[src/rtl/ddr_test_engine_pkg.sv]
// Constants and FSM state encoding shared by the DDR test engine files.
package ddr_test_engine_pkg;

    localparam int unsigned BEAT_BYTES  = 64;
    localparam int unsigned BURST_BEATS = 64;
    localparam int unsigned BURST_BYTES = BEAT_BYTES * BURST_BEATS;
    localparam int unsigned BEAT_BITS   = BEAT_BYTES * 8;
    localparam logic [7:0]  AXI_LEN     = 8'(BURST_BEATS - 1);

    typedef enum logic [2:0] {
        IDLE,
        W_ADDR,
        W_DATA,
        W_RESP,
        R_ADDR,
        R_DATA
    } state_e;

endpackage

[src/rtl/ddr_test_engine_if.sv]
// AXI4 write/read channel bundle between the test engine (master) and memory (slave).
interface ddr_test_engine_if #(
    parameter int unsigned AW = 34
);
    logic [AW-1:0]  M_AXI_AWADDR;
    logic [7:0]     M_AXI_AWLEN;
    logic           M_AXI_AWVALID;
    logic           M_AXI_AWREADY;
    logic [511:0]   M_AXI_WDATA;
    logic           M_AXI_WLAST;
    logic           M_AXI_WVALID;
    logic           M_AXI_WREADY;
    logic           M_AXI_BVALID;
    logic           M_AXI_BREADY;
    logic [AW-1:0]  M_AXI_ARADDR;
    logic [7:0]     M_AXI_ARLEN;
    logic           M_AXI_ARVALID;
    logic           M_AXI_ARREADY;
    logic [511:0]   M_AXI_RDATA;
    logic           M_AXI_RVALID;
    logic           M_AXI_RREADY;

    modport master (
        output M_AXI_AWADDR, M_AXI_AWLEN, M_AXI_AWVALID,
        input  M_AXI_AWREADY,
        output M_AXI_WDATA, M_AXI_WLAST, M_AXI_WVALID,
        input  M_AXI_WREADY,
        input  M_AXI_BVALID,
        output M_AXI_BREADY,
        output M_AXI_ARADDR, M_AXI_ARLEN, M_AXI_ARVALID,
        input  M_AXI_ARREADY,
        input  M_AXI_RDATA, M_AXI_RVALID,
        output M_AXI_RREADY
    );

    modport slave (
        input  M_AXI_AWADDR, M_AXI_AWLEN, M_AXI_AWVALID,
        output M_AXI_AWREADY,
        input  M_AXI_WDATA, M_AXI_WLAST, M_AXI_WVALID,
        output M_AXI_WREADY,
        output M_AXI_BVALID,
        input  M_AXI_BREADY,
        input  M_AXI_ARADDR, M_AXI_ARLEN, M_AXI_ARVALID,
        output M_AXI_ARREADY,
        output M_AXI_RDATA, M_AXI_RVALID,
        input  M_AXI_RREADY
    );

endinterface

[src/rtl/ddr_pattern_gen.sv]
// Address-derived test pattern: 32-bit lane i of a beat at byte address A is A + 4*i (mod 2^32).
module ddr_pattern_gen
    import ddr_test_engine_pkg::*;
(
    input  logic [31:0]          addr,
    output logic [BEAT_BITS-1:0] beat
);

    for (genvar i = 0; i < BEAT_BYTES / 4; i++) begin : g_lane
        assign beat[32*i +: 32] = addr + 32'(4 * i);
    end

endmodule

[src/rtl/ddr_test_engine.sv]
// AXI4 DDR region fill/verify engine, one 4 KB burst outstanding at a time.
// Define PERF_COUNTERS_EN to build the perf_cycles operation timer; otherwise it reads 0.
module ddr_test_engine
    import ddr_test_engine_pkg::*;
#(
    parameter int unsigned   AW           = 34,
    parameter logic [AW-1:0] BASE_ADDR    = '0,
    parameter int unsigned   REGION_BYTES = 1048576
) (
    input  logic              clk,
    input  logic              reset,
    input  logic              start_write,
    input  logic              start_read,
    output logic              busy,
    output logic [31:0]       mismatch_count,
    output logic [31:0]       perf_cycles,
    ddr_test_engine_if.master axi
);

    localparam int unsigned NUM_BURSTS = REGION_BYTES / BURST_BYTES;
    localparam logic [5:0]  LAST_BEAT  = 6'(BURST_BEATS - 1);
    localparam logic [31:0] LAST_BURST = 32'(NUM_BURSTS - 1);

    state_e               state_q, state_d;
    logic [AW-1:0]        burst_addr_q, burst_addr_d;
    logic [31:0]          burst_idx_q, burst_idx_d;
    logic [31:0]          beat_addr_q, beat_addr_d;
    logic [5:0]           beat_cnt_q, beat_cnt_d;
    logic [31:0]          mismatch_q, mismatch_d;
    logic                 awvalid_q, awvalid_d;
    logic                 wvalid_q, wvalid_d;
    logic                 wlast_q, wlast_d;
    logic                 bready_q, bready_d;
    logic                 arvalid_q, arvalid_d;
    logic                 rready_q, rready_d;
    logic                 busy_q, busy_d;
    logic [BEAT_BITS-1:0] beat_pattern;
    logic                 last_beat;
    logic                 last_burst;

    // One generator serves both paths: only one operation runs at a time.
    ddr_pattern_gen u_pattern (
        .addr (beat_addr_q),
        .beat (beat_pattern)
    );

    assign last_beat  = (beat_cnt_q == LAST_BEAT);
    assign last_burst = (burst_idx_q == LAST_BURST);

    always_comb begin
        state_d      = state_q;
        burst_addr_d = burst_addr_q;
        burst_idx_d  = burst_idx_q;
        beat_addr_d  = beat_addr_q;
        beat_cnt_d   = beat_cnt_q;
        mismatch_d   = mismatch_q;
        case (state_q)
            IDLE: begin
                if (start_write) begin
                    state_d      = W_ADDR;
                    burst_addr_d = BASE_ADDR;
                    burst_idx_d  = '0;
                end else if (start_read) begin
                    state_d      = R_ADDR;
                    burst_addr_d = BASE_ADDR;
                    burst_idx_d  = '0;
                    mismatch_d   = '0;
                end
            end
            W_ADDR: begin
                if (awvalid_q && axi.M_AXI_AWREADY) begin
                    state_d     = W_DATA;
                    beat_addr_d = burst_addr_q[31:0];
                    beat_cnt_d  = '0;
                end
            end
            W_DATA: begin
                if (wvalid_q && axi.M_AXI_WREADY) begin
                    beat_addr_d = beat_addr_q + 32'(BEAT_BYTES);
                    beat_cnt_d  = beat_cnt_q + 6'd1;
                    if (last_beat) begin
                        state_d = W_RESP;
                    end
                end
            end
            W_RESP: begin
                if (bready_q && axi.M_AXI_BVALID) begin
                    if (last_burst) begin
                        state_d = IDLE;
                    end else begin
                        state_d      = W_ADDR;
                        burst_addr_d = burst_addr_q + AW'(BURST_BYTES);
                        burst_idx_d  = burst_idx_q + 32'd1;
                    end
                end
            end
            R_ADDR: begin
                if (arvalid_q && axi.M_AXI_ARREADY) begin
                    state_d     = R_DATA;
                    beat_addr_d = burst_addr_q[31:0];
                    beat_cnt_d  = '0;
                end
            end
            R_DATA: begin
                // Bursts end on the 64th counted beat; RLAST is deliberately not trusted.
                if (rready_q && axi.M_AXI_RVALID) begin
                    if ((axi.M_AXI_RDATA != beat_pattern) && (mismatch_q != '1)) begin
                        mismatch_d = mismatch_q + 32'd1;
                    end
                    beat_addr_d = beat_addr_q + 32'(BEAT_BYTES);
                    beat_cnt_d  = beat_cnt_q + 6'd1;
                    if (last_beat) begin
                        if (last_burst) begin
                            state_d = IDLE;
                        end else begin
                            state_d      = R_ADDR;
                            burst_addr_d = burst_addr_q + AW'(BURST_BYTES);
                            burst_idx_d  = burst_idx_q + 32'd1;
                        end
                    end
                end
            end
            default: state_d = IDLE;
        endcase

        awvalid_d = (state_d == W_ADDR);
        wvalid_d  = (state_d == W_DATA);
        wlast_d   = (state_d == W_DATA) && (beat_cnt_d == LAST_BEAT);
        bready_d  = (state_d == W_RESP);
        arvalid_d = (state_d == R_ADDR);
        rready_d  = (state_d == R_DATA);
        busy_d    = (state_d != IDLE);
    end

    always_ff @(posedge clk or posedge reset) begin
        if (reset) begin
            state_q      <= IDLE;
            burst_addr_q <= BASE_ADDR;
            burst_idx_q  <= '0;
            beat_addr_q  <= '0;
            beat_cnt_q   <= '0;
            mismatch_q   <= '0;
            awvalid_q    <= 1'b0;
            wvalid_q     <= 1'b0;
            wlast_q      <= 1'b0;
            bready_q     <= 1'b0;
            arvalid_q    <= 1'b0;
            rready_q     <= 1'b0;
            busy_q       <= 1'b0;
        end else begin
            state_q      <= state_d;
            burst_addr_q <= burst_addr_d;
            burst_idx_q  <= burst_idx_d;
            beat_addr_q  <= beat_addr_d;
            beat_cnt_q   <= beat_cnt_d;
            mismatch_q   <= mismatch_d;
            awvalid_q    <= awvalid_d;
            wvalid_q     <= wvalid_d;
            wlast_q      <= wlast_d;
            bready_q     <= bready_d;
            arvalid_q    <= arvalid_d;
            rready_q     <= rready_d;
            busy_q       <= busy_d;
        end
    end

`ifdef PERF_COUNTERS_EN
    logic [31:0] perf_q, perf_d;

    always_comb begin
        perf_d = perf_q;
        if ((state_q == IDLE) && (start_write || start_read)) begin
            perf_d = '0;
        end else if (busy_q && (perf_q != '1)) begin
            perf_d = perf_q + 32'd1;
        end
    end

    always_ff @(posedge clk or posedge reset) begin
        if (reset) begin
            perf_q <= '0;
        end else begin
            perf_q <= perf_d;
        end
    end

    assign perf_cycles = perf_q;
`else
    assign perf_cycles = '0;
`endif

    assign axi.M_AXI_AWADDR  = burst_addr_q;
    assign axi.M_AXI_AWLEN   = AXI_LEN;
    assign axi.M_AXI_AWVALID = awvalid_q;
    assign axi.M_AXI_WDATA   = beat_pattern;
    assign axi.M_AXI_WLAST   = wlast_q;
    assign axi.M_AXI_WVALID  = wvalid_q;
    assign axi.M_AXI_BREADY  = bready_q;
    assign axi.M_AXI_ARADDR  = burst_addr_q;
    assign axi.M_AXI_ARLEN   = AXI_LEN;
    assign axi.M_AXI_ARVALID = arvalid_q;
    assign axi.M_AXI_RREADY  = rready_q;
    assign busy              = busy_q;
    assign mismatch_count    = mismatch_q;

endmodule

[src/flat_wrapper.sv]
// flat-port wrapper written by rule: the top's interface ports become plain ports
module ddr_test_engine_flat import ddr_test_engine_pkg::*;
#(
    parameter int unsigned   AW           = 34,
    parameter logic [AW-1:0] BASE_ADDR    = '0,
    parameter int unsigned   REGION_BYTES = 1048576
)
  (clk, reset, start_write, start_read, busy, mismatch_count, perf_cycles, axi_M_AXI_AWADDR, axi_M_AXI_AWLEN, axi_M_AXI_AWVALID, axi_M_AXI_AWREADY, axi_M_AXI_WDATA, axi_M_AXI_WLAST, axi_M_AXI_WVALID, axi_M_AXI_WREADY, axi_M_AXI_BVALID, axi_M_AXI_BREADY, axi_M_AXI_ARADDR, axi_M_AXI_ARLEN, axi_M_AXI_ARVALID, axi_M_AXI_ARREADY, axi_M_AXI_RDATA, axi_M_AXI_RVALID, axi_M_AXI_RREADY);
  ddr_test_engine_if #(.AW(AW)) axi_i ();
  input  logic clk;
  input  logic reset;
  input  logic start_write;
  input  logic start_read;
  output logic busy;
  output logic [31:0] mismatch_count;
  output logic [31:0] perf_cycles;
  output wire logic [$bits(axi_i.M_AXI_AWADDR)-1:0] axi_M_AXI_AWADDR;
  output wire logic [$bits(axi_i.M_AXI_AWLEN)-1:0] axi_M_AXI_AWLEN;
  output wire logic [$bits(axi_i.M_AXI_AWVALID)-1:0] axi_M_AXI_AWVALID;
  input wire logic [$bits(axi_i.M_AXI_AWREADY)-1:0] axi_M_AXI_AWREADY;
  output wire logic [$bits(axi_i.M_AXI_WDATA)-1:0] axi_M_AXI_WDATA;
  output wire logic [$bits(axi_i.M_AXI_WLAST)-1:0] axi_M_AXI_WLAST;
  output wire logic [$bits(axi_i.M_AXI_WVALID)-1:0] axi_M_AXI_WVALID;
  input wire logic [$bits(axi_i.M_AXI_WREADY)-1:0] axi_M_AXI_WREADY;
  input wire logic [$bits(axi_i.M_AXI_BVALID)-1:0] axi_M_AXI_BVALID;
  output wire logic [$bits(axi_i.M_AXI_BREADY)-1:0] axi_M_AXI_BREADY;
  output wire logic [$bits(axi_i.M_AXI_ARADDR)-1:0] axi_M_AXI_ARADDR;
  output wire logic [$bits(axi_i.M_AXI_ARLEN)-1:0] axi_M_AXI_ARLEN;
  output wire logic [$bits(axi_i.M_AXI_ARVALID)-1:0] axi_M_AXI_ARVALID;
  input wire logic [$bits(axi_i.M_AXI_ARREADY)-1:0] axi_M_AXI_ARREADY;
  input wire logic [$bits(axi_i.M_AXI_RDATA)-1:0] axi_M_AXI_RDATA;
  input wire logic [$bits(axi_i.M_AXI_RVALID)-1:0] axi_M_AXI_RVALID;
  output wire logic [$bits(axi_i.M_AXI_RREADY)-1:0] axi_M_AXI_RREADY;
  assign axi_M_AXI_AWADDR = axi_i.M_AXI_AWADDR;
  assign axi_M_AXI_AWLEN = axi_i.M_AXI_AWLEN;
  assign axi_M_AXI_AWVALID = axi_i.M_AXI_AWVALID;
  assign axi_i.M_AXI_AWREADY = axi_M_AXI_AWREADY;
  assign axi_M_AXI_WDATA = axi_i.M_AXI_WDATA;
  assign axi_M_AXI_WLAST = axi_i.M_AXI_WLAST;
  assign axi_M_AXI_WVALID = axi_i.M_AXI_WVALID;
  assign axi_i.M_AXI_WREADY = axi_M_AXI_WREADY;
  assign axi_i.M_AXI_BVALID = axi_M_AXI_BVALID;
  assign axi_M_AXI_BREADY = axi_i.M_AXI_BREADY;
  assign axi_M_AXI_ARADDR = axi_i.M_AXI_ARADDR;
  assign axi_M_AXI_ARLEN = axi_i.M_AXI_ARLEN;
  assign axi_M_AXI_ARVALID = axi_i.M_AXI_ARVALID;
  assign axi_i.M_AXI_ARREADY = axi_M_AXI_ARREADY;
  assign axi_i.M_AXI_RDATA = axi_M_AXI_RDATA;
  assign axi_i.M_AXI_RVALID = axi_M_AXI_RVALID;
  assign axi_M_AXI_RREADY = axi_i.M_AXI_RREADY;
  ddr_test_engine #(.AW(AW), .BASE_ADDR(BASE_ADDR), .REGION_BYTES(REGION_BYTES)) u_core (.clk(clk), .reset(reset), .start_write(start_write), .start_read(start_read), .busy(busy), .mismatch_count(mismatch_count), .perf_cycles(perf_cycles), .axi(axi_i));
endmodule
[config.mk]
export PLATFORM = sky130hd
export DESIGN_NAME = ddr_test_engine_flat
export DESIGN_NICKNAME = d
export VERILOG_FILES = /design/src/rtl/ddr_test_engine_pkg.sv /design/src/rtl/ddr_test_engine_if.sv /design/src/rtl/ddr_pattern_gen.sv /design/src/rtl/ddr_test_engine.sv /design/src/flat_wrapper.sv
export SDC_FILE = /design/constraint.sdc
export NUM_CORES = 1
export LEC_CHECK = 0
export ABC_AREA = 1
export BUFFER_PORTS_ARGS = -buffer_cell sky130_fd_sc_hd__buf_2
export CAP_MARGIN = 25
export CORE_AREA = 2 2 456 458
export CTS_BUF_LIST = sky130_fd_sc_hd__clkbuf_8 sky130_fd_sc_hd__clkbuf_16
export DETAILED_ROUTE_END_ITERATION = 10
export DIE_AREA = 0 0 458 460
export GPL_TIMING_DRIVEN = 0
export PLACE_DENSITY_LB_ADDON = 0.1
export SYNTH_ARGS = -nofsm -noshare
export SYNTH_HDL_FRONTEND = slang
export SYNTH_SLANG_ARGS = --single-unit
[constraint.sdc]
create_clock -name clk -period 9.7 [get_ports clk]
set_input_delay 1.94 -clock clk [delete_from_list [all_inputs] [get_ports clk]]
set_output_delay 1.94 -clock clk [all_outputs]
set_load 0.05 [all_outputs]
# After elaboration in Yosys (flattened, before gate mapping)
# Cells that the tools add are included.
# op_classes
n_addsub	20
eq_ne	25
mux	40
reduce_logical	15
# ops
cell	count
512-bit inequality test	1
32-bit 2-to-1 mux	13
32-bit by 6-bit adder with 32-bit output (second input constant)	8
34-bit 2-to-1 mux	6
32-bit by 5-bit adder with 32-bit output (second input constant)	4
32-bit one-hot mux with 4 select lines	1
34-bit one-hot mux with 3 select lines	1
32-bit one-hot mux with 3 select lines	1
32-bit by 1-bit adder with 32-bit output (second input constant)	2
32-bit by 4-bit adder with 32-bit output (second input constant)	2
32-bit one-hot mux with 2 select lines	1
34-bit by 13-bit adder with 34-bit output (second input constant)	1
32-bit by 3-bit adder with 32-bit output (second input constant)	1
32-bit by 7-bit adder with 32-bit output (second input constant)	1
32-bit by 8-bit == test with 1-bit output (second input constant)	1
32-bit inequality test (second input constant)	1
3-bit 2-to-1 mux	10
6-bit 2-to-1 mux	4
6-bit one-hot mux with 4 select lines	1
3-bit one-hot mux with 6 select lines	1
5-bit AND reduction	3
2-bit by 1-bit inequality test with 1-bit output (second input constant)	7
3-bit by 2-bit == test with 1-bit output (second input constant)	4
3-bit == test (second input constant)	4
11 further kinds	21
# word_totals
regBits	146
input_bits	521
elab_cells	113

# Depth between registers and ports, before layout
# Gate-level depths: netlist of the first run.
# logic_depth
word_depth	7
depth_mapped	19
mapped_depth_nobuf	16

# By module
# A second synthesis of the first run with hierarchy kept.
# hier_totals
hier_cells	3957
hier_area_um2	23691.5
# by_module_without_submodules
mod	instances	cells_per_inst	area_per_inst_um2	seq_area_each_um2
ddr_test_engine	1	2352	15353.5	3203.1
ddr_pattern_gen	1	1605	8338.0	0.0

# Least setup slack after synthesis of the first run
# No wires, ideal clock.
# synth_path
kind	register to output
startpoint	register u_core.beat_addr_q[30]
endpoint	output axi_M_AXI_WDATA[126]
arrival_ns	2.142
required_time_ns	7.760
path_slack_ns	5.618
path_stages_with_launch	5
path_buffers	4
path_cell_list	dfrtp_1 -> buf_4 -> buf_2 -> clkbuf_1 -> buf_4
# synth_via
elab_chain_cells	1
# synth_lines
element	line_no	text
start, declared	ddr_test_engine.sv:27	logic [31:0] beat_addr_q, beat_addr_d;
start signal, assigned	ddr_test_engine.sv:154	beat_addr_q <= beat_addr_d;
32-bit by 4-bit adder with 32-bit output	ddr_pattern_gen.sv:10	assign beat[32*i +: 32] = addr + 32'(4 * i);
end, declared	flat_wrapper.sv:21	output wire logic [$bits(axi_i.M_AXI_WDATA)-1:0] axi_M_AXI_WDATA;
# No other way between the ends.

# Final worst setup path of the first run
# layout_path
startpoint	register u_core.beat_addr_q[12]
endpoint	output axi_M_AXI_WDATA[172]
# layout_via
elab_chain_cells	1
# layout_lines
element	line_no
32-bit by 5-bit adder with 32-bit output	ddr_pattern_gen.sv:10
# No other way between the ends.

==> impl_metrics.csv, run 1 <==
group,metric,value,unit
setup_path,worstPathCellList,"buf_2, clkbuf_1, buf_4, buf_2",
place,port-buffer-count,1019,
sta,min_period,5.274,ns
floorplan,placementRows,167,
power_and_ir_drop,power.density,261.1,nW/um2
logic_synthesis,postSynthAreaPerCell,5.724,um2
logic_synthesis,share_of_the_synthesized_netlist_area_taken_by_xor_and_xnor_gates,7.770,%
logic_synthesis,async_reset_ff_share,100.0,%
detailed_routing,routedWlPerCell,24.07,um
cts,cts.path.max_buffers,2,
final_layout,ff_latch_area,3203,um2
floorplan,initial_utilization,9.411,%
setup_path,critical_path_class,"reg2out",
setup_path,critical_path.startpoint_type,"register",
power_and_ir_drop,finalPower,7.639,mW
detailed_routing,num_vias,24090,
sta,hold_viol_final,0,
logic_synthesis,synth_adder_area_share,0.3227,%
cts,insertion_delay,0.49,ns
grt,grt_pass1_wl,222.4,mm
logic_synthesis,synth.lib_cells_used.distinct,50,
sta,transition_time_at_the_pin_with_the_least_slew_margin,0.9463,ns
detailed_routing,post-route-drc-count,0,
setup_path,path_common_cell,"sky130_fd_sc_hd__buf_2",
grt,number_of_antenna_violations_at_the_first_check_in_global_routing,101,
sta,setup-violations-final,0,
sta,layout_worst_path_cycle_share,54.37,%
cts,cts_hold_buf,0,
sta,rsz0062_at_grt,"no",
logic_synthesis,post-synth-top-area-fraction,22.32,%
logic_synthesis,dominantRegCellSynth,"sky130_fd_sc_hd__dfrtp_1",
cts,cts.clk_slew.worst_paths,0.07,ns
detailed_routing,first_pass_iteration_count_of_the_detailed_router,5,
final_layout,multiInputGateArea,10410,um2
sta,final.setup_skew,0.01928,ns
place,preCtsSetupSlack,4.575,ns
logic_synthesis,postSynthRegisterBits,128,
sta,timing_max_transition_violations_final,0,
cts,cts_post_setup_buffers_inserted,0,
cts,numCtsBuffers,17,
final_layout,layout_common_cells,"sky130_fd_sc_hd__nand2_1, sky130_fd_sc_hd__buf_2, sky130_fd_sc_hd__buf_4",
place,dp_hpwl,148.0,mm
logic_synthesis,synth.area.mux_share,0,%
cts,cts_sinks,128,
setup_path,slowest_delay,0.81,ns
power_and_ir_drop,irDropWorstVdd,0.0001471,V
final_layout,areaGrowthSynthToFinish,50.89,%
logic_synthesis,synthesis.yosys.warnings,0,
setup_path,worst_setup_path_end_kind,"output pin",
power_and_ir_drop,leakagePower,16.63,nW
floorplan,core-area,206000,um2
logic_synthesis,synth_top_cell_by_area,"sky130_fd_sc_hd__nand2_1",
detailed_routing,detail_route.vias_per_cell,3.286,
logic_synthesis,post_synth_instance_area,19390,um2
detailed_routing,route.final.wire_length,176.4,mm
grt,vias_in_the_first_global_route,22890,
cts,cts.htree.levels,4,
floorplan,floorplan.die.height,460,um
sta,setup_total_negative_slack,0,ns
place,final_weighted_congestion_in_routability_driven_placement,0.8106,
setup_path,worst-endpoint-arrival,3.33,ns
sta,max_freq,189.6,MHz
grt,grt_max_degree,92,
cts,cts_resized,0,
logic_synthesis,synth_top_family_by_area,"simple AND/OR/NAND/NOR gates",
detailed_routing,drt-initial-drc-count,1205,
floorplan,die_width,458,um
floorplan,io_pins,1188,
min_path,holdCritPathClass,"reg2reg",
final_layout,fill_cells,24470,
cts,cts_tree,"built",
logic_synthesis,post_synth_inst_count,3387,
final_layout,drive_above_1_share,37.04,%
final_layout,mostFrequentLayoutCell,"sky130_fd_sc_hd__nand2_1",
logic_synthesis,synth.top_cells.by_area,"sky130_fd_sc_hd__nand2_1, sky130_fd_sc_hd__buf_4, sky130_fd_sc_hd__dfrtp_1, sky130_fd_sc_hd__inv_1, sky130_fd_sc_hd__nor2_1",
logic_synthesis,simple_gate_portion_of_the_synthesized_area,36.43,%
final_layout,fin_util,14.20,%
grt,aggregate_global_routing_overflow,0,
logic_synthesis,seq_area_frac_synth,16.52,%
grt,grt.total_usage,15.99,%
setup_path,cp_data_required_time,7.76,ns
sta,layout_setup_ws,4.426,ns
logic_synthesis,edff_count_synth,0,
final_layout,number_of_nets_in_the_final_layout,5121,
floorplan,floorplan.die_area,210700,um2
outcome,run_status,"finished, final reports clean",
run,cap_viol_max_count,0,
setup_path,highest_delay_cell_along_the_critical_path,"sky130_fd_sc_hd__dfrtp_1",
sta,timing.slew.headroom,36.91,%
logic_synthesis,post_synthesis_compound_gate_area_fraction,5.924,%
setup_path,critical_path_peak_fanout,10,
cts,cts_root_buffer,"sky130_fd_sc_hd__clkbuf_16",
detailed_routing,detail-route-antenna-nets,0,
-- layout make-up --
| class | count | share of cell area (%) |
|---|---|---|
| Clock buffer | 17 | 1.454 |
| Clock inverter | 15 | 0.6330 |
| Multi-Input combinational cell | 2307 | 35.59 |
| Tap cell | 2704 | 11.56 |
| Buffer | 691 | 16.38 |
| Antenna cell | 19 | 0.1625 |
| Inverter | 427 | 5.513 |
| Timing Repair Buffer | 1023 | 17.75 |
| Sequential cell | 128 | 10.95 |
-- where the power goes --
group          switching (mW)  leakage, nW  internal (mW)  total, mW
sequential              0.190         1.71          0.617      0.807
clock                   0.307        0.294          0.407      0.714
combinational            4.56         14.6           1.56       6.12
total                    5.06         16.6           2.58       7.64
-- final timing paths --
| kind | endpoint | startpoint | cells past startpoint | slack, ns |
|---|---|---|---|---|
| setup / recovery | axi_M_AXI_WDATA[172] | u_core.beat_addr_q[12] | 4 | 4.43 |
| hold / removal | u_core.burst_idx_q[0] | u_core.burst_idx_q[0] | 1 | 0.53 |
| setup reg to reg | u_core.mismatch_count[18] | u_core.beat_addr_q[17] | 16 | 5.31 |
| hold reg to reg | u_core.burst_idx_q[0] | u_core.burst_idx_q[0] | 1 | 0.53 |
| max in group asynchronous | u_core.beat_addr_q[26] | reset | 3 | 7.41 |
| min in group asynchronous | u_core.mismatch_count[1] | reset | 2 | 1.44 |
-- state kept, by name, summed over array words and instances, names as in the netlist --
name                      flops
u_core.busy                   1
u_core.axi.M_AXI_WLAST        1
u_core.axi.M_AXI_WVALID       1
u_core.mismatch_count        32
u_core.axi.M_AXI_AWVALID      1
u_core.axi.M_AXI_BREADY       1
u_core.beat_cnt_q             6
u_core.axi.M_AXI_ARVALID      1
u_core.burst_idx_q           32
u_core.state_q                3
u_core.axi.M_AXI_RREADY       1
u_core.axi.M_AXI_ARADDR      22
u_core.beat_addr_q           26
-- per-layer routing --
metal | routed length (um) | track usage [%] | vias up
met3 | 10910 | 3.620 | 236
met5 | 332 | 0 | -
met1 | 71940 | 18.93 | 10890
met4 | 4316 | 3.341 | 52
met2 | 88930 | 29.16 | 954
li1 | - | - | 11960
-- critical path, delay by kind of cell, from the launching register on --
| family | cells | cell delay [ns] |
|---|---|---|
| buf+inv | 4 | 1.98 |
| flops | 1 | 0.81 |
-- kinds of logic after synthesis --
group,count (synthesis)
and+or+nand+nor,1761
buffers and inverters,1118
AOI/OAI and AO/OA,201
xor gates and xnor gates,172
DFF,128
adders and majority gates,5
other,2
-- metrics by stage --
stage	hold slack (ns)	area, um2	cells
global route	0.5629	29220	7315
global placement	0.5166	28490	7276
floorplan	0.4790	20010	3553
detailed placement	0.5215	28600	7280
CTS	0.5374	29210	7312
finish	0.5287	29260	7331
-- cells in the mapped netlist (all sizes together), types with 2 or more instances --
cell type  instances
xor2              89
o211ai             9
inv              426
nor2             379
o32ai              4
nor3b              7
o31ai              9
dfrtp            128
nor4              16
nand4             59
nor3              54
a21oi             34
clkbuf            77
nand3             83
o21a               2
or2                4
o22ai              2
a211oi             2
ha                 5
o21ai            121
o221ai            10
conb               2
buf              614
o21bai             2
nand2           1156
xnor2             83
No activity file was read; power rests on OpenSTA's default activity.
==> inputs of run 2 (changes only) <==
--- a/config.mk
+++ b/config.mk
@@ -8,10 +8,10 @@
 export ABC_AREA = 1
 export BUFFER_PORTS_ARGS = -buffer_cell sky130_fd_sc_hd__buf_2
 export CAP_MARGIN = 25
-export CORE_AREA = 2 2 456 458
+export CORE_AREA = 2 2 459 461
 export CTS_BUF_LIST = sky130_fd_sc_hd__clkbuf_8 sky130_fd_sc_hd__clkbuf_16
 export DETAILED_ROUTE_END_ITERATION = 10
-export DIE_AREA = 0 0 458 460
+export DIE_AREA = 0 0 461 463
 export GPL_TIMING_DRIVEN = 0
 export PLACE_DENSITY_LB_ADDON = 0.1
 export SYNTH_ARGS = -nofsm -noshare
==> constraint.sdc (replaced) <==
create_clock -name clk -period 4.8 [get_ports clk]
set_input_delay 0.96 -clock clk [delete_from_list [all_inputs] [get_ports clk]]
set_output_delay 0.96 -clock clk [all_outputs]
set_load 0.05 [all_outputs]
==> run 2 against run 1 <==
Against the previous run: sequential share of layout area about the same; critical path depth up 13; global-route usage hardly changed; clock power rose by 99%; hold slack got worse by 0.039 ns; combinational power up 100%; largest power group unchanged; largest cell class unchanged; flip-flop and latch count unchanged; die area rose by 1.3%; utilization shrank 0.12 points.
==> impl_metrics.csv, run 2 (synthesis results as in run 1) <==
group,metric,value,unit
floorplan,placementRows,168,
setup_path,cp_data_required_time,5.16,ns
detailed_routing,post-route-drc-count,0,
final_layout,mostFrequentLayoutCell,"sky130_fd_sc_hd__nand2_1",
grt,grt.total_usage,15.95,%
final_layout,areaGrowthSynthToFinish,51.41,%
floorplan,die_width,461,um
sta,min_period,4.416,ns
sta,finalHoldWorstSlack,0.4895,ns
run,cap_viol_max_count,0,
sta,max_freq,226.4,MHz
final_layout,postLayoutCellArea,29360,um2
cts,cts_sinks,128,
final_layout,layout_common_cells,"sky130_fd_sc_hd__nand2_1, sky130_fd_sc_hd__buf_2, sky130_fd_sc_hd__buf_4",
cts,numCtsBuffers,17,
power_and_ir_drop,leakagePower,16.63,nW
cts,cts_root_buffer,"sky130_fd_sc_hd__clkbuf_16",
sta,final.setup_skew,0.01095,ns
place,dp_hpwl,147.4,mm
sta,timing_max_transition_violations_final,0,
outcome,run_status,"finished, final reports clean",
floorplan,floorplan.die_area,213400,um2
sta,layout_worst_path_cycle_share,92.00,%
cts,cts_tree,"built",
place,post_place_cell_area,28700,um2
detailed_routing,num_vias,23980,
floorplan,initial_utilization,9.298,%
place,final_weighted_congestion_in_routability_driven_placement,0.7943,
cts,cts.htree.levels,4,
detailed_routing,first_pass_iteration_count_of_the_detailed_router,6,
final_layout,drive_above_1_share,37.04,%
grt,vias_in_the_first_global_route,23080,
cts,cts.path.max_buffers,2,
cts,insertion_delay,0.48,ns
cts,cts_post_setup_buffers_inserted,0,
grt,grt_max_degree,86,
final_layout,number_of_nets_in_the_final_layout,5121,
detailed_routing,detail_route.vias_per_cell,3.226,
place,port-buffer-count,1019,
floorplan,core-area,208500,um2
sta,hold_viol_final,0,
cts,cts_hold_buf,0,
floorplan,floorplan.die.height,463,um
power_and_ir_drop,power.density,526.4,nW/um2
detailed_routing,detail-route-antenna-nets,0,
setup_path,worst_setup_path_end_kind,"register",
sta,rsz0062_at_grt,"no",
power_and_ir_drop,irDropWorstVdd,0.0004134,V
sta,timing.slew.headroom,36.44,%
grt,number_of_antenna_violations_at_the_first_check_in_global_routing,83,
min_path,holdCritPathClass,"in2async",
floorplan,io_pins,1188,
detailed_routing,drt-initial-drc-count,1398,
setup_path,worst-endpoint-arrival,4.78,ns
detailed_routing,route.final.wire_length,177.0,mm
grt,grt_pass1_wl,225.8,mm
detailed_routing,routedWlPerCell,23.81,um
sta,setup-violations-final,0,
grt,aggregate_global_routing_overflow,0,
cts,cts.clk_slew.worst_paths,0.06,ns
setup_path,critical_path.startpoint_type,"register",
setup_path,critical_path_class,"reg2reg",
setup_path,critical_path_peak_fanout,10,
sta,transition_time_at_the_pin_with_the_least_slew_margin,0.9535,ns
## run 2: changes by cell type in the layout (fill, tap and decap cells not counted), moves of 2 or more
cell,change
sky130_fd_sc_hd__dfrtp_2,+2
sky130_fd_sc_hd__buf_8,+2
sky130_fd_sc_hd__buf_16,-2
sky130_fd_sc_hd__inv_6,-3
sky130_fd_sc_hd__dfrtp_1,-2
sky130_fd_sc_hd__clkbuf_8,+5
## run 2: layout make-up
class	instances	area, um2
diodes	20	50.05
multi-input cells	2307	10410
repair buffers	1023	5169
fillers	24870	179200
inverters	427	1613
well taps	2805	3510
clock buffers	22	494.2
plain buffers	691	4795
clock inverters	10	110.1
flip-flops and latches	128	3206
## run 2: stage by stage
step / std cells / setup WS, ns / util (%) / total power, mW / TNS [ns]
2_1_floorplan: 3553 / 0.4274 / - / 9.802 / 0
3_3_place_gp: 7377 / -2.493 / 13.73 / 14.46 / -322.98
3_5_place_dp: 7381 / -0.02689 / 13.76 / 14.44 / -0.2748
4_1_cts: 7413 / 0.001852 / 14.05 / 15.95 / 0
5_1_grt: 7418 / 0.004734 / 14.06 / 16.38 / 0
6_report: 7433 / 0.3839 / 14.08 / 15.45 / 0
## run 2: routing by layer
| metal | vias to the layer above | part of all wire, % | routed length, um | track usage (%) |
|---|---|---|---|---|
| met2 | 883 | 52 | 92010 | 30.19 |
| met5 | - | 0.13 | 237 | 0 |
| met3 | 173 | 5.2 | 9259 | 2.811 |
| met1 | 10930 | 41 | 73240 | 18.99 |
| met4 | 38 | 1.2 | 2211 | 1.689 |
| li1 | 11950 | - | - | - |
## run 2: worst paths after layout
kind,start,to,slack [ns],cells after the start
max in group asynchronous,reset,u_core.beat_addr_q[11],3.46,3
worst max-delay path,u_core.beat_addr_q[12],u_core.mismatch_count[19],0.38,17
worst min register to register,u_core.burst_idx_q[1],u_core.burst_idx_q[1],0.52,2
worst max register to register,u_core.beat_addr_q[12],u_core.mismatch_count[19],0.38,17
worst min-delay path,reset,u_core.axi.M_AXI_BREADY,0.49,2
min in group clk,u_core.burst_idx_q[1],u_core.burst_idx_q[1],0.52,2
## run 2: power breakdown
group / leakage [nW] / internal [mW] / switching [mW] / total, mW
clock: 0.301 / 0.828 / 0.595 / 1.42
sequential: 1.71 / 1.25 / 0.406 / 1.65
combinational: 14.6 / 3.13 / 9.24 / 12.4
total: 16.6 / 5.21 / 10.2 / 15.5
## run 2: what timing repair did
| action | in CTS | in global routing |
|---|---|---|
| gates resized for setup | 1 | 1 |
| cloned | 0 | 0 |
| setup endpoints to repair | 28 | 10 |
## run 2: critical path, stage by stage, from the launching register on
cell and delay (ns):
sky130_fd_sc_hd__dfrtp_1 0.79, sky130_fd_sc_hd__inv_2 0.30, sky130_fd_sc_hd__buf_2 0.40, sky130_fd_sc_hd__nand2_1 0.16, sky130_fd_sc_hd__nand2_1 0.06, sky130_fd_sc_hd__inv_1 0.05
sky130_fd_sc_hd__nand2_1 0.04, sky130_fd_sc_hd__nor2_1 0.15, sky130_fd_sc_hd__nand2_1 0.07, sky130_fd_sc_hd__nor2_1 0.59, sky130_fd_sc_hd__nand2_1 0.27, sky130_fd_sc_hd__nor2_1 0.15
sky130_fd_sc_hd__nand3_1 0.35, sky130_fd_sc_hd__o21bai_2 0.28, sky130_fd_sc_hd__nand2_2 0.19, sky130_fd_sc_hd__buf_2 0.26, sky130_fd_sc_hd__nand3_1 0.09, sky130_fd_sc_hd__nand2_1 0.06
==> inputs of run 3 (changes only) <==
--- a/config.mk
+++ b/config.mk
@@ -14,6 +14,7 @@
 export DIE_AREA = 0 0 461 463
 export GPL_TIMING_DRIVEN = 0
 export PLACE_DENSITY_LB_ADDON = 0.1
+export RECOVER_POWER = 100
 export SYNTH_ARGS = -nofsm -noshare
 export SYNTH_HDL_FRONTEND = slang
 export SYNTH_SLANG_ARGS = --single-unit
==> run 3 against run 2 <==
Against the previous run: the run now ends with max-capacitance violations, max-slew violations left; power is 1.8% lower; routed wire length hardly changed; first-iteration DRC count grew 1.9%; die area did not move; via count is essentially flat; sequential power is essentially flat.
==> impl_metrics.csv, run 3 (synthesis results as in run 1) <==
group,metric,value,unit
floorplan,floorplan.die_area,213400,um2
cts,cts.path.max_buffers,2,
cts,cts_sinks,128,
setup_path,critical_path_class,"reg2out",
setup_path,worst_setup_path_end_kind,"output pin",
floorplan,initial_utilization,9.298,%
sta,transition_time_at_the_pin_with_the_least_slew_margin,2.426,ns
sta,layout_worst_path_cycle_share,94.26,%
final_layout,number_of_nets_in_the_final_layout,5121,
detailed_routing,detail-route-antenna-nets,0,
grt,aggregate_global_routing_overflow,0,
detailed_routing,routedWlPerCell,23.80,um
final_layout,layout_common_cells,"sky130_fd_sc_hd__nand2_1, sky130_fd_sc_hd__buf_2, sky130_fd_sc_hd__buf_4",
setup_path,worstPathCellList,"buf_4, clkbuf_1, clkbuf_1, buf_4, clkbuf_2",
sta,max_freq,221.0,MHz
min_path,holdCritPathClass,"reg2reg",
sta,finalHoldWorstSlack,0.5221,ns
sta,setup-violations-final,0,
detailed_routing,detail_route.vias_per_cell,3.222,
place,numPlacedInstances,7381,
sta,timing_max_transition_violations_final,56,
place,preCtsSetupSlack,-0.02689,ns
detailed_routing,route.final.wire_length,177.1,mm
sta,final.setup_skew,0.01146,ns
floorplan,io_pins,1188,
place,port-buffer-count,1019,
setup_path,worst_path_dominant_cell_family,"buffers and inverters",
power_and_ir_drop,leakagePower,14.93,nW
setup_path,r2r-start,"u_core.beat_addr_q[24]",
detailed_routing,num_vias,23960,
setup_path,cp_data_required_time,3.84,ns
setup_path,length_in_cells_of_the_worst_reg_to_reg_path,16,
power_and_ir_drop,irDropWorstVdd,0.0004065,V
final_layout,drive_above_1_share,27.41,%
cts,cts_hold_buf,0,
sta,min_period,4.524,ns
final_layout,postLayoutCellArea,28730,um2
sta,rsz0062_at_grt,"no",
cts,numCtsBuffers,17,
power_and_ir_drop,finalPower,15.18,mW
detailed_routing,routed-wl-met2,91.77,mm
cts,cts_tree,"built",
place,dp_hpwl,147.4,mm
grt,grt_pass1_wl,225.8,mm
setup_path,critical_path.startpoint_type,"register",
grt,vias_in_the_first_global_route,23080,
setup_path,worst-endpoint-arrival,3.56,ns
detailed_routing,top_signal_layer_used,"met5",
detailed_routing,routedLengthMet1,73.68,mm
floorplan,placementRows,168,
sta,timing.slew.headroom,-62.61,%
detailed_routing,post-route-drc-count,0,
final_layout,fin_util,13.78,%
detailed_routing,first_pass_iteration_count_of_the_detailed_router,5,
outcome,violations,"max-capacitance violations, max-slew violations",
cts,cts_root_buffer,"sky130_fd_sc_hd__clkbuf_16",
min_path,holdCritStartpoint,"u_core.burst_idx_q[1]",
cts,cts_post_setup_buffers_inserted,0,
min_path,hold-path-endpoint,"u_core.burst_idx_q[1]",
place,final_weighted_congestion_in_routability_driven_placement,0.7943,
floorplan,core-area,208500,um2
cts,cts.clk_slew.worst_paths,0.07,ns
floorplan,floorplan.die.height,463,um
grt,grt_max_degree,86,
final_layout,areaGrowthSynthToFinish,48.16,%
final_layout,final_cell_count_no_fill,7438,
setup_path,buffers_and_inverters_on_the_worst_path,5,
sta,hold_viol_final,0,
cts,insertion_delay,0.48,ns
grt,grt.total_usage,15.95,%
setup_path,highest_delay_cell_along_the_critical_path,"sky130_fd_sc_hd__clkbuf_1",
final_layout,fill_cells,25020,
final_layout,mostFrequentLayoutCell,"sky130_fd_sc_hd__nand2_1",
setup_path,slowest_delay,1.23,ns
detailed_routing,met3_length,8.915,mm
setup_path,setup.reg_to_reg.worst_slack,0.40,ns
outcome,run_status,"finished, violations left",
power_and_ir_drop,power.density,528.4,nW/um2
detailed_routing,drt-initial-drc-count,1424,
run,cap_viol_max_count,2,
cts,cts.htree.levels,4,
floorplan,die_width,461,um
setup_path,critical_path_depth,5,
sta,setup_total_negative_slack,0,ns
setup_path,critical_path_peak_fanout,10,
min_path,min_delay_path_depth,2,
place,post_place_cell_area,28700,um2
grt,number_of_antenna_violations_at_the_first_check_in_global_routing,81,
setup_path,regToRegEndpoint,"u_core.mismatch_count[18]",
sta,layout_setup_ws,0.2756,ns
[run 3: cell types whose count changed in the layout (fill, tap and decap cells not counted), sizes merged]
cell	previous run	this run
buf	1636	1158
clkinvlp	2	3
inv	428	427
diode	20	25
clkbuf	100	578
[run 3: layout make-up]
class	instances	area (um2)	share of cell area [%]
diodes	25	62.56	0.2178
plain buffers	691	4735	16.48
clock buffers	22	494.2	1.720
clock inverters	10	110.1	0.3833
inverters	427	1607	5.593
multi-input cells	2307	10390	36.17
flip-flops and latches	128	3206	11.16
well taps	2805	3510	12.22
repair buffers	1023	4612	16.05
[run 3: worst max path at each step]
stage                                 startpoint                          end  slack [ns]
after detailed placement  u_core.beat_addr_q[19]    u_core.mismatch_count[12]       -0.03
after CTS                 u_core.beat_addr_q[12]    u_core.mismatch_count[12]       0.002
after global routing      u_core.beat_addr_q[12]    u_core.mismatch_count[19]       0.005
after global placement                     reset       u_core.beat_addr_q[14]       -2.49
final                     u_core.beat_addr_q[13]          axi_M_AXI_WDATA[77]        0.28
after floorplan                            reset  u_core.axi.M_AXI_ARADDR[12]        0.43
[run 3: worst min-delay path: stages (launching register included)]
cell and delay [ns]:
sky130_fd_sc_hd__dfrtp_1 0.37, sky130_fd_sc_hd__nand2_1 0.06, sky130_fd_sc_hd__o21ai_0 0.06
[run 3: where the power goes]
group | internal, mW | switching (mW)
clock network | 0.828 | 0.593
registers | 1.25 | 0.410
logic | 2.83 | 9.27
total | 4.90 | 10.3
[run 3: repair_timing]
item                                    CTS  global route
gates resized for setup                   1             1
endpoints found under the setup margin   28            10
endpoints found under the hold margin     0             0
[run 3: metal layers]
metal	up-vias	GRT usage [%]
met5	-	0
met4	38	1.689
met3	180	2.811
met2	846	30.19
met1	10930	18.99
li1	11970	-
